$ cat src/rtl/uart_cmd_parser.sv
// uart_cmd_parser: turns 3-byte UART frames (opcode, address, data) into
// register bank writes/reads and returns read data through the UART
// transmitter. Malformed, stalled, overrun and out-of-range frames pulse
// cmd_err_o and are counted in a saturating 8-bit error counter.
module uart_cmd_parser #(
   parameter int         NREGS       = 16,
   parameter int         TIMEOUT_CYC = 200000,
   parameter logic [7:0] OP_WR       = 8'h01,
   parameter logic [7:0] OP_RD       = 8'h02
) (
   input  logic       clk,
   input  logic       rst_n,
   input  logic [7:0] rx_data_i,
   input  logic       rx_done_i,
   output logic [7:0] tx_data_o,
   output logic       tx_wr_o,
   input  logic       tx_done_i,
   output logic       reg_wr_o,
   output logic       reg_rd_o,
   output logic [7:0] reg_addr_o,
   output logic [7:0] reg_wdata_o,
   input  logic [7:0] reg_rdata_i,
   output logic       busy_o,
   output logic       cmd_err_o,
   output logic [7:0] err_cnt_o
);

   localparam int            TW       = $clog2(TIMEOUT_CYC + 1);
   localparam logic [TW-1:0] TMO_LAST = TW'(TIMEOUT_CYC - 1);
   // One extra bit so NREGS = 256 still compares correctly.
   localparam logic [8:0]    NREGS_W  = 9'(NREGS);

   typedef enum logic [2:0] {
      IDLE     = 3'd0,
      GOT_OP   = 3'd1,
      GOT_ADDR = 3'd2,
      EXEC     = 3'd3,
      RD_WAIT  = 3'd4,
      TX_WAIT  = 3'd5
   } state_t;

   state_t        state_r;
   logic [7:0]    op_r;
   logic [7:0]    addr_r;
   logic [7:0]    data_r;
   logic [TW-1:0] tmo_cnt_r;
   logic          addr_bad_s;

   // Out-of-range address detection for the frame being executed.
   always_comb begin
      addr_bad_s = 1'b0;
      if ({1'b0, addr_r} >= NREGS_W) begin
         addr_bad_s = 1'b1;
      end else begin
         addr_bad_s = 1'b0;
      end
   end

   // Frame FSM with registered strobes, bus outputs and inter-byte timeout.
   always_ff @(posedge clk or negedge rst_n) begin
      if (!rst_n) begin
         state_r     <= IDLE;
         op_r        <= 8'h00;
         addr_r      <= 8'h00;
         data_r      <= 8'h00;
         tmo_cnt_r   <= '0;
         tx_data_o   <= 8'h00;
         tx_wr_o     <= 1'b0;
         reg_wr_o    <= 1'b0;
         reg_rd_o    <= 1'b0;
         reg_addr_o  <= 8'h00;
         reg_wdata_o <= 8'h00;
         busy_o      <= 1'b0;
         cmd_err_o   <= 1'b0;
      end else begin
         reg_wr_o  <= 1'b0;
         reg_rd_o  <= 1'b0;
         tx_wr_o   <= 1'b0;
         cmd_err_o <= 1'b0;
         case (state_r)
            IDLE: begin
               tmo_cnt_r <= '0;
               if (rx_done_i) begin
                  if ((rx_data_i == OP_WR) || (rx_data_i == OP_RD)) begin
                     op_r    <= rx_data_i;
                     state_r <= GOT_OP;
                     busy_o  <= 1'b1;
                  end else begin
                     cmd_err_o <= 1'b1;
                  end
               end
            end
            GOT_OP: begin
               // A byte arriving in the expiry cycle wins over the timeout.
               if (rx_done_i) begin
                  addr_r    <= rx_data_i;
                  tmo_cnt_r <= '0;
                  state_r   <= GOT_ADDR;
               end else if (tmo_cnt_r == TMO_LAST) begin
                  tmo_cnt_r <= '0;
                  cmd_err_o <= 1'b1;
                  busy_o    <= 1'b0;
                  state_r   <= IDLE;
               end else begin
                  tmo_cnt_r <= tmo_cnt_r + TW'(1);
               end
            end
            GOT_ADDR: begin
               if (rx_done_i) begin
                  data_r    <= rx_data_i;
                  tmo_cnt_r <= '0;
                  state_r   <= EXEC;
               end else if (tmo_cnt_r == TMO_LAST) begin
                  tmo_cnt_r <= '0;
                  cmd_err_o <= 1'b1;
                  busy_o    <= 1'b0;
                  state_r   <= IDLE;
               end else begin
                  tmo_cnt_r <= tmo_cnt_r + TW'(1);
               end
            end
            EXEC: begin
               if (rx_done_i || addr_bad_s) begin
                  cmd_err_o <= 1'b1;
               end
               if (addr_bad_s) begin
                  busy_o  <= 1'b0;
                  state_r <= IDLE;
               end else if (op_r == OP_WR) begin
                  reg_wr_o    <= 1'b1;
                  reg_addr_o  <= addr_r;
                  reg_wdata_o <= data_r;
                  busy_o      <= 1'b0;
                  state_r     <= IDLE;
               end else begin
                  reg_rd_o   <= 1'b1;
                  reg_addr_o <= addr_r;
                  state_r    <= RD_WAIT;
               end
            end
            RD_WAIT: begin
               if (rx_done_i) begin
                  cmd_err_o <= 1'b1;
               end
               // Read data lands one cycle after the strobe, so the capture
               // waits until the strobe cycle has passed.
               if (!reg_rd_o) begin
                  tx_data_o <= reg_rdata_i;
                  tx_wr_o   <= 1'b1;
                  state_r   <= TX_WAIT;
               end
            end
            TX_WAIT: begin
               if (rx_done_i) begin
                  cmd_err_o <= 1'b1;
               end
               if (tx_done_i) begin
                  busy_o  <= 1'b0;
                  state_r <= IDLE;
               end
            end
            default: begin
               busy_o  <= 1'b0;
               state_r <= IDLE;
            end
         endcase
      end
   end

   // Saturating count of error pulses.
   always_ff @(posedge clk or negedge rst_n) begin
      if (!rst_n) begin
         err_cnt_o <= 8'h00;
      end else if (cmd_err_o && (err_cnt_o != 8'hFF)) begin
         err_cnt_o <= err_cnt_o + 8'h01;
      end
   end

endmodule

$ cat config.mk
export PLATFORM = sky130hd
export DESIGN_NAME = uart_cmd_parser
export DESIGN_NICKNAME = d
export VERILOG_FILES = /design/src/rtl/uart_cmd_parser.sv
export SDC_FILE = /design/constraint.sdc
export NUM_CORES = 1
export LEC_CHECK = 0
export CAP_MARGIN = 20
export CORE_UTILIZATION = 53
export DETAILED_ROUTE_END_ITERATION = 16
export PLACE_DENSITY = 0.79
export SYNTH_ARGS = -nofsm -noshare
export SYNTH_HDL_FRONTEND = slang
export SYNTH_SLANG_ARGS = --single-unit
$ cat constraint.sdc
create_clock -name clk -period 2.5 [get_ports clk]
set_clock_uncertainty 0.05 [all_clocks]
set_input_delay 0.375 -clock clk [delete_from_list [all_inputs] [get_ports clk]]
set_output_delay 0.375 -clock clk [all_outputs]
set_load 0.05 [all_outputs]
==> flow_summary.yaml <==
synth:
  synth_edf_count: 0
  synth_nets: 314
  synthFlopType: "dfrtp_1"
  netlist_instances: 292
  async_flop_share_pct: 100
  ys_warn_count: 0
  syn_avg_cell_area_sq_um: 12.1
  synth_area_sq_um: 3530
  synth-seq-cells: 82
  synth_seq_area_share_pct: 58.2
  yosysUniqueCellTypes: 46
pwr:
  p_seq_share_pct: 43.3
  clkPwrFrac_pct: 28.4
  power.leakage_uw: 0.00202
  internal-power_uw: 2710
  powerDensity_nw_per_um2: 891
  p_comb_share_pct: 28.3
  irDropWorstVdd_v: 0.000753
  p_sw_share_pct: 32.0
  p_switching_uw: 1280
place:
  dp_hpwl_mm: 4.63
  placedCellCount: 429
  port_buffers: 56
  gp_congestion: 0.818
worst_setup_path:
  crit_family: "simple AND/OR/NAND/NOR gates"
  slowest_delay_ns: 0.68
  path_cells: "clkdlybuf4s50_1 -> nor4_2 -> nand3_1 -> or4_1 -> mux2_4"
  cp.buffers_inverters: 1
  cp-end-kind: "flop"
  cp_max_fo: 10
  critPathKind: "input pin to flop"
  crit_path_top_delay_cell: "or4_1"
  worstSetupStartpointType: "input pin"
  cp.required_ns: 2.68
  cp.arrival_ns: 2.35
timing:
  hold_ws_ns: 0.0695
  tightest_slew_ns: 0.813
  rsz0062_at_grt: "no"
  setup-tns-final_ns: 0
  final-hold-violation-count: 0
  fmax_mhz: 460
  drv_slew: 0
  setup-violations-final: 0
  relSlewSlack_pct: 45.8
  min_period_ns: 2.17
  finalCritPeriodShare_pct: 87.0
detailed_routing:
  dr_wl_met3_um: 387
  dr.pass1.iters: 4
  drt-initial-drc-count: 112
  routedWlPerCell_um: 14.8
  highest_layer: "met4"
  dr_wl_met2_mm: 3.01
  vias_per_cell: 5.44
  num_vias: 2416
  wl_mm: 6.59
  drc: 0
  met1_length_mm: 3.15
  drt.antenna.violating_nets: 0
cells_and_area:
  fin_nets: 385
  syn_to_final_growth_pct: 26.7
  layout-drive-gt1-share_pct: 21.3
  stdcell_count: 444
  diodes: 0
clock_tree:
  clk_latency_ns: 0.34
  numCtsBuffers: 9
  clk_pin_slew_ns: 0.08
  cts_setup_buffers: 0
  clockBufferDepth: 2
  ctsResizeCount: 0
  htree_levels: 3
  cts_tree: "done"
  root_buffer: "clkbuf_8"
  holdBufCountCts: 0
  cts_sinks: 82
hold_path:
  min_path_type: "input pin to asynchronous set/reset pin"
global_route:
  gr-total-overflow: 0
  grt_pass1_wl_mm: 11.5
  grt_pass1_vias: 2428
  grt_max_degree: 67
  grt.total_usage_pct: 20.7
  antenna_found_initial: 0
run:
  maxCapViolCount: 0
die:
  dieWidth_um: 83.6
  start_util_pct: 55.3
  ios: 57
  die_h_um: 83.6
  fp-row-count: 29
  core_area_sq_um: 6390
  die_area_sq_um: 6990
outcome:
  status: "finished clean"
[synthesized netlist by cell type (2+ instances only)]
library cell	n	area, sq um
a31oi_1	4	25.0
nand2_1	16	60.1
nand2b_1	8	50.1
nand4_1	4	25.0
and3_1	9	56.3
o21ai_0	8	40.0
xnor2_1	9	78.8
nor4_2	2	25.0
a21o_1	4	30.0
nor2_1	24	90.1
mux2_4	2	30.0
nor3_1	8	40.0
buf_2	2	10.0
xor2_1	8	70.1
mux2_2	37	417
clkbuf_1	3	11.3
inv_1	4	15.0
ha_1	2	25.0
dfrtp_1	82	2050
and2_1	5	31.3
nor4_1	6	37.5
nand3_1	10	50.1
a21oi_1	8	40.0
and2_2	5	37.5
[worst paths after layout]
| kind | start | end | slack [ns] | depth (start not counted) |
|---|---|---|---|---|
| setup / recovery | rx_data_i[3] | op_r[1] | 0.33 | 5 |
| hold / removal | rst_n | tx_data_o[5] | 0.07 | 1 |
| setup reg to reg | state_r[1] | tmo_cnt_r[11] | 0.49 | 5 |
| hold reg to reg | err_cnt_o[5] | err_cnt_o[5] | 0.44 | 1 |
| max in group asynchronous | rst_n | addr_r[2] | 1.66 | 2 |
| min in group clk | err_cnt_o[5] | err_cnt_o[5] | 0.44 | 1 |
[layer usage]
metal,vias up,global-route usage (%)
met5,-,0
met4,0,5.70
met3,5,7.32
met2,60,31.5
met1,1175,28.3
li1,1176,-
[worst register-to-register path, cell delays in order (launching register included)]
cell and delay, ns:
dfrtp_1 0.52, nand2b_1 0.27, a211o_1 0.34, a31oi_2 0.42, nor2_2 0.18, nor2_1 0.14
[cell type report]
type | instances | area (sq um)
multi-input cells | 199 | 1430
repair buffers | 67 | 641
well taps | 77 | 96.3
flip-flops and latches | 82 | 2050
fillers | 476 | 1920
clock inverters | 5 | 103
clock buffers | 10 | 138
inverters | 4 | 15.0
[registers in the layout, indices dropped and copies added, names as in the netlist, 3 cells and up]
register / flops
reg_wdata_o: 8
tx_data_o: 8
reg_addr_o: 8
data_r: 8
state_r: 3
err_cnt_o: 8
tmo_cnt_r: 18
op_r: 8
addr_r: 8
[placed cells by master, fill, tap and decap left out, drive strengths merged, types with 9 or more instances in the layout]
cell type / netlist / routed
dfrtp: 82 / 82
clkdlybuf4s50: 0 / 55
mux2: 39 / 39
nor2: 25 / 25
nand2: 16 / 16
buf: 4 / 12
nand3: 10 / 10
clkbuf: 3 / 10
and2: 10 / 10
and3: 9 / 9
xnor2: 9 / 9
nor3: 9 / 9
[cell families (layout without fill, tap and decap cells)]
group           Yosys count  count (layout)  synth area share [%]
flops                    82              82                  58.2
buf+inv                  11              86                  1.45
compound gates           34              34                  6.24
xor+xnor                 17              17                  4.22
mux                      39              39                  12.7
fa+ha+maj                 2               2                 0.709
simple gates            107             107                  16.6
[power groups by stage]
stage                     clock network, uW  logic [uW]  registers, uW
after global routing                   1220        1190           1770
final                                  1130        1130           1730
after global placement                    0        1120           1750
after detailed placement                  0        1140           1760
after CTS                              1160        1140           1730
after floorplan                           0         339           2140
[metrics by stage]
step           total power [uW]  setup slack, ns  utilization, %  instance area (sq um)
2_1_floorplan              2480            0.680               -                   3530
3_3_place_gp               2870           0.0456            66.2                   4230
3_5_place_dp               2890          -0.0198            66.2                   4230
4_1_cts                    4020            0.320            70.0                   4470
5_1_grt                    4180            0.223            70.0                   4470
6_report                   3980            0.326            70.0                   4470
Note: power is estimated with default switching activity, not from simulation.
